`src/rtl/rrb_pkg.sv`:
```
// Shared types, defaults and grant helpers for the weighted round-robin arbiter slice.
// Occupancy codes are plain localparams so legacy users can compare against raw values.
package rrb_pkg;

  localparam int unsigned RRB_CHANNELS = 8;
  localparam int unsigned RRB_WIDTH    = 32;
  localparam int unsigned RRB_MAX_CH   = 64;

  localparam logic [1:0] OccEmpty = 2'd0;
  localparam logic [1:0] OccOne   = 2'd1;
  localparam logic [1:0] OccFull  = 2'd2;

  function automatic int unsigned clog2(input int unsigned n);
    int unsigned r;
    r = 0;
    for (int unsigned i = 0; i < 32; i++) begin
      if ((64'd1 << i) < 64'(n)) r = i + 1;
    end
    return r;
  endfunction

  function automatic logic is_onehot(input logic [RRB_MAX_CH-1:0] v);
    return (v != '0) && ((v & (v - 64'd1)) == '0);
  endfunction

  // Only meaningful for a one-hot input; multi-hot vectors OR their indices together.
  function automatic logic [5:0] onehot_to_idx(input logic [RRB_MAX_CH-1:0] v);
    logic [5:0] idx;
    idx = '0;
    for (int i = 0; i < RRB_MAX_CH; i++) begin
      if (v[i]) idx = idx | 6'(i);
    end
    return idx;
  endfunction

endpackage

```
`src/rtl/rrb_skid_fifo.sv`:
```
// Two-entry FIFO of {data, channel index}; head register feeds the output directly.
// Reset is synchronous, active-low.
module rrb_skid_fifo
  import rrb_pkg::*;
#(
  parameter int unsigned Width = 35
) (
  input  logic             clk_i,
  input  logic             rst_ni,
  input  logic             push_i,
  input  logic [Width-1:0] wdata_i,
  input  logic             pop_i,
  output logic [Width-1:0] rdata_o,
  output logic             full_o,
  output logic             empty_o
);

  logic [1:0]       state_q, state_d;
  logic [Width-1:0] head_q, head_d;
  logic [Width-1:0] tail_q, tail_d;
  logic             do_push, do_pop;

  assign full_o  = (state_q == OccFull);
  assign empty_o = (state_q == OccEmpty);
  assign rdata_o = head_q;

  assign do_push = push_i & ~full_o;
  assign do_pop  = pop_i & ~empty_o;

  always_comb begin
    state_d = state_q;
    head_d  = head_q;
    tail_d  = tail_q;
    case (state_q)
      OccEmpty: begin
        if (do_push) begin
          head_d  = wdata_i;
          state_d = OccOne;
        end
      end
      OccOne: begin
        // Simultaneous push/pop replaces the head and stays at one entry.
        if (do_push && do_pop) begin
          head_d = wdata_i;
        end else if (do_push) begin
          tail_d  = wdata_i;
          state_d = OccFull;
        end else if (do_pop) begin
          state_d = OccEmpty;
        end
      end
      OccFull: begin
        if (do_pop) begin
          head_d  = tail_q;
          state_d = OccOne;
        end
      end
      default: state_d = OccEmpty;
    endcase
  end

  always_ff @(posedge clk_i) begin
    if (!rst_ni) begin
      state_q <= OccEmpty;
      head_q  <= '0;
      tail_q  <= '0;
    end else begin
      state_q <= state_d;
      head_q  <= head_d;
      tail_q  <= tail_d;
    end
  end

endmodule

```
`src/rtl/rrb_grant_mux.sv`:
```
// Grant-driven data mux into a 2-entry output buffer with per-channel ack and error flag.
// Optional per-channel transfer counters are built when RRB_MUX_STATS_EN is defined.
module rrb_grant_mux
  import rrb_pkg::*;
#(
  parameter int unsigned CHANNELS = RRB_CHANNELS,
  parameter int unsigned WIDTH    = RRB_WIDTH,
  parameter int unsigned IDX_W    = 3
) (
  input  logic                      clk,
  input  logic                      reset,
  input  logic [CHANNELS-1:0]       grant,
  input  logic [CHANNELS*WIDTH-1:0] in_data,
  input  logic [CHANNELS-1:0]       in_valid,
  output logic [CHANNELS-1:0]       in_ack,
  output logic [WIDTH-1:0]          out_data,
  output logic [IDX_W-1:0]          out_chan,
  output logic                      out_valid,
  input  logic                      out_ready,
  output logic                      grant_err,
  output logic [CHANNELS*16-1:0]    stat_count
);

  logic [RRB_MAX_CH-1:0] grant_ext;
  logic                  grant_onehot;
  logic                  grant_multi;
  logic [5:0]            grant_idx_full;
  logic [IDX_W-1:0]      grant_idx;
  logic [WIDTH-1:0]      sel_data;
  logic                  sel_valid;
  logic                  push, pop;
  logic                  fifo_full, fifo_empty;
  logic                  grant_err_q;
  logic                  unused_idx;

  always_comb begin
    grant_ext                 = '0;
    grant_ext[CHANNELS-1:0]   = grant;
    grant_onehot              = is_onehot(grant_ext);
    grant_multi               = (grant != '0) && !grant_onehot;
    grant_idx_full            = onehot_to_idx(grant_ext);
    grant_idx                 = grant_idx_full[IDX_W-1:0];
  end

  assign unused_idx = ^grant_idx_full;

  // AND-OR mux; only trusted when the grant is one-hot.
  always_comb begin
    sel_data  = '0;
    sel_valid = 1'b0;
    for (int j = 0; j < CHANNELS; j++) begin
      if (grant[j]) begin
        sel_data  = sel_data | in_data[j*WIDTH +: WIDTH];
        sel_valid = sel_valid | in_valid[j];
      end
    end
  end

  // Full blocks push regardless of out_ready: no ready-through path to in_ack.
  assign push      = reset & grant_onehot & sel_valid & ~fifo_full;
  assign in_ack    = push ? grant : '0;
  assign out_valid = ~fifo_empty;
  assign pop       = out_valid & out_ready;

  rrb_skid_fifo #(
    .Width (WIDTH + IDX_W)
  ) u_fifo (
    .clk_i   (clk),
    .rst_ni  (reset),
    .push_i  (push),
    .wdata_i ({sel_data, grant_idx}),
    .pop_i   (pop),
    .rdata_o ({out_data, out_chan}),
    .full_o  (fifo_full),
    .empty_o (fifo_empty)
  );

  always_ff @(posedge clk) begin
    if (!reset) grant_err_q <= 1'b0;
    else        grant_err_q <= grant_multi;
  end

  assign grant_err = grant_err_q;

`ifdef RRB_MUX_STATS_EN
  logic [15:0] stat_q [CHANNELS];

  always_ff @(posedge clk) begin
    if (!reset) begin
      for (int j = 0; j < CHANNELS; j++) stat_q[j] <= '0;
    end else begin
      for (int j = 0; j < CHANNELS; j++) begin
        if (push && grant[j] && (stat_q[j] != 16'hFFFF)) stat_q[j] <= stat_q[j] + 16'd1;
      end
    end
  end

  always_comb begin
    stat_count = '0;
    for (int j = 0; j < CHANNELS; j++) stat_count[j*16 +: 16] = stat_q[j];
  end
`else
  assign stat_count = '0;
`endif

endmodule

```
`config.mk`:
```
export PLATFORM = sky130hd
export DESIGN_NAME = rrb_grant_mux
export DESIGN_NICKNAME = d
export VERILOG_FILES = /design/src/rtl/rrb_pkg.sv /design/src/rtl/rrb_skid_fifo.sv /design/src/rtl/rrb_grant_mux.sv
export SDC_FILE = /design/constraint.sdc
export NUM_CORES = 1
export LEC_CHECK = 0
export CORE_AREA = 3 3 175 177
export DETAILED_ROUTE_END_ITERATION = 8
export DIE_AREA = 0 0 178 180
export GPL_TIMING_DRIVEN = 0
export SLEW_MARGIN = 40
export SYNTH_ARGS = -nofsm -noshare
export SYNTH_HDL_FRONTEND = slang
export SYNTH_SLANG_ARGS = --single-unit
```
`constraint.sdc`:
```
create_clock -name clk -period 2.1 [get_ports clk]
set_clock_uncertainty 0.15 [all_clocks]
set_input_delay 0.21 -clock clk [delete_from_list [all_inputs] [get_ports clk]]
set_output_delay 0.21 -clock clk [all_outputs]
set_load 0.05 [all_outputs]
```
==> flow_summary.toml <==
[status]
status = "complete, but fails checks"
violations = "setup timing"

[global_routing]
grt_pass1_vias = 7069
grt_start_max_net_pins = 15
grt_pass1_wl_um = 47200
grt_use_total = 0.198
gr-total-overflow = 0
antenna_found_initial = 0

[setup_path]
crit_end = "in_ack[2]"
crit_fanout = 8
r2r_start = "u_fifo.state_q[1]$_SDFFE_PN0P_"
rr_worst_depth = 6
reg2reg_slack_ps = -180
path_class = "in -> out"
reg2reg_to = "u_fifo.rdata_o[27]$_SDFFE_PN0P_"
startpoint = "grant[0]"
required_ps = 1740
arrival_ps = 2010
critPathCaptureType = "primary output"
start_kind = "primary input"

[power]
power_leakage_nw = 4.31
pwr_density_cell_nw_per_um2 = 467
ir_drop_mv = 0.383
power_w = 0.00492

[floorplan]
io_pins = 448
die_x_um = 178
die_area_um2 = 32000
core_area_um2 = 29400
initial_core_util = 0.192
die_h_um = 180
num_rows = 63

[logic_synthesis]
syn_inst = 662
synth-edff-count = 0
synth_seq_cells = 73
ys_warn_count = 0
synth_area_um2 = 5630
yosys_most_used_dff = "dfxtp_1"
async_flop_share = 0
synth_cell_types = 52
ys_seq_area_frac = 0.259
syn_area_per_cell_um2 = 8.51

[clock_network]
clkSlewWorstSetupHoldPaths_ps = 60
holdBufCountCts = 0
cts_sinks = 73
h-tree-depth = 3
clk_latency_ps = 340
cts_buffers = 9
cts_buffer_depth = 2
clockRootBuffer = "clkbuf_16"
cts_tree = "built"

[layout]
layout_common_cells = "clkdlybuf4s50_1, buf_4, a22oi_1"
antenna_cells = 0
fin_nets = 1409
syn_to_final_growth_pct = 87.2
final_common_cell = "clkdlybuf4s50_1"
layout-drive-gt1-share = 0.227

[detailed_routing]
wl_per_cell_um = 22.2
vias = 7207
final_antenna_net_count = 0
drt-total-wl_um = 33900
dr.pass1.iters = 5
drtIter0Drc = 497
drt-vias-per-instance = 4.71
drc = 0

[timing]
max_clock_freq_mhz = 422
fin_crit_ps = 2370
setup_tns_ps = -3770
setup_viol = 19
maxSlewViolCount = 0
fin_ws_ps = -272
rsz0062_at_grt = "yes"
finalHoldViolCount = 0
slew_headroom = 0.384
tightest_slew_ps = 924
fin_crit_sh = 1.13

[place]
post-dp-hpwl_um = 27100
gp_congestion = 0.876
place_ws_ps = -1660
numPortBuffers = 316

[job]
maxCapViolations = 0

[worst_hold_path]
timing.hold.worst_path_depth = 3
hold_class = "in -> reg"
worst max-delay path, cell delays in order:
cell     delay (ps)
buf_6            90
or4_4           570
o32ai_4         290
o21ai_4         100
buf_6           130
nor3_4          140
buf_12          160
and2_4          150
buf_8           140
Yosys cell counts (2+ instances only):
library cell	n	area, µm²
mux2i_1	7	70.1
or2_2	2	12.5
or4_1	3	22.5
a311oi_1	28	245
o2111ai_1	30	263
nand3_1	30	150
and4_1	28	245
nor2b_1	2	12.5
a22oi_1	132	991
a41o_1	4	40.0
nor3_1	5	25.0
buf_6	3	33.8
o211ai_1	29	218
a31oi_1	30	188
nor2_1	4	15.0
nand2_1	10	37.5
dfxtp_1	73	1460
a211o_1	4	35.0
buf_1	10	37.5
and2_1	10	62.6
buf_4	128	961
buf_2	16	80.1
clkbuf_1	45	169
where the power goes:
group          switching (W)  internal (W)
clock               0.000640      0.000928
sequential         0.0000104       0.00140
combinational        0.00110      0.000842
total                0.00175       0.00317
sequential cells by signal, summed over array words and instances, names as in the netlist:
signal	count
grant_err	1
u_fifo.rdata_o	35
u_fifo.state_q	2
u_fifo.tail_q	35
metrics by stage:
stage / cells / cell area (µm²) / hold slack [ps] / util
after floorplan: 789 / 6200 / 137 / -
after global placement: 1495 / 9850 / 297 / 0.335
after detailed placement: 1495 / 9860 / 302 / 0.335
after CTS: 1523 / 10400 / 230 / 0.353
after global routing: 1529 / 10500 / 264 / 0.358
final: 1529 / 10500 / 246 / 0.358
cell type report:
cell class | instances | area [µm²]
Tap cell | 390 | 488
Multi-Input combinational cell | 512 | 3500
Buffer | 201 | 1410
Clock inverter | 7 | 77.6
Inverter | 2 | 7.51
Timing Repair Buffer | 335 | 3370
Fill cell | 3010 | 18900
Clock buffer | 9 | 225
Sequential cell | 73 | 1460
layer usage:
metal	track usage	up-vias	wire (µm)
met1	0.245	3417	13800
met5	0	-	0
met2	0.339	383	16400
met3	0.0450	58	2540
met4	0.0616	0	1170
li1	-	3349	-
logic make-up (layout without fill, tap and decap cells):
kind of cell           Yosys count  after routing  share of synthesized area
DFF                             73             73                      0.259
other                            1            128                   0.000666
and+or+nand+nor                104            104                      0.120
muxes                            7              7                     0.0124
buffers and inverters          204            554                      0.229
AOI/OAI and AO/OA              273            273                      0.379
how the worst min path moves through the flow:
stage	startpoint	end	slack, ps
final	reset	u_fifo.tail_q[33]$_SDFFE_PN0P_	250
after global routing	reset	u_fifo.tail_q[33]$_SDFFE_PN0P_	260
after CTS	reset	u_fifo.tail_q[33]$_SDFFE_PN0P_	230
after detailed placement	u_fifo.rdata_o[34]$_SDFFE_PN0P_	u_fifo.rdata_o[34]$_SDFFE_PN0P_	300
after global placement	u_fifo.tail_q[2]$_SDFFE_PN0P_	u_fifo.tail_q[2]$_SDFFE_PN0P_	300
after floorplan	out_ready	u_fifo.state_q[1]$_SDFFE_PN0P_	140
timing repair:
item | 4_1_cts | 5_1_grt
setup buffers | 12 | 7
pin swaps | 11 | 5
resized for setup | 113 | 35
endpoints found under the setup margin | 82 | 71
gates cloned | 1 | 0
Note: power is estimated with default switching activity, not from simulation.
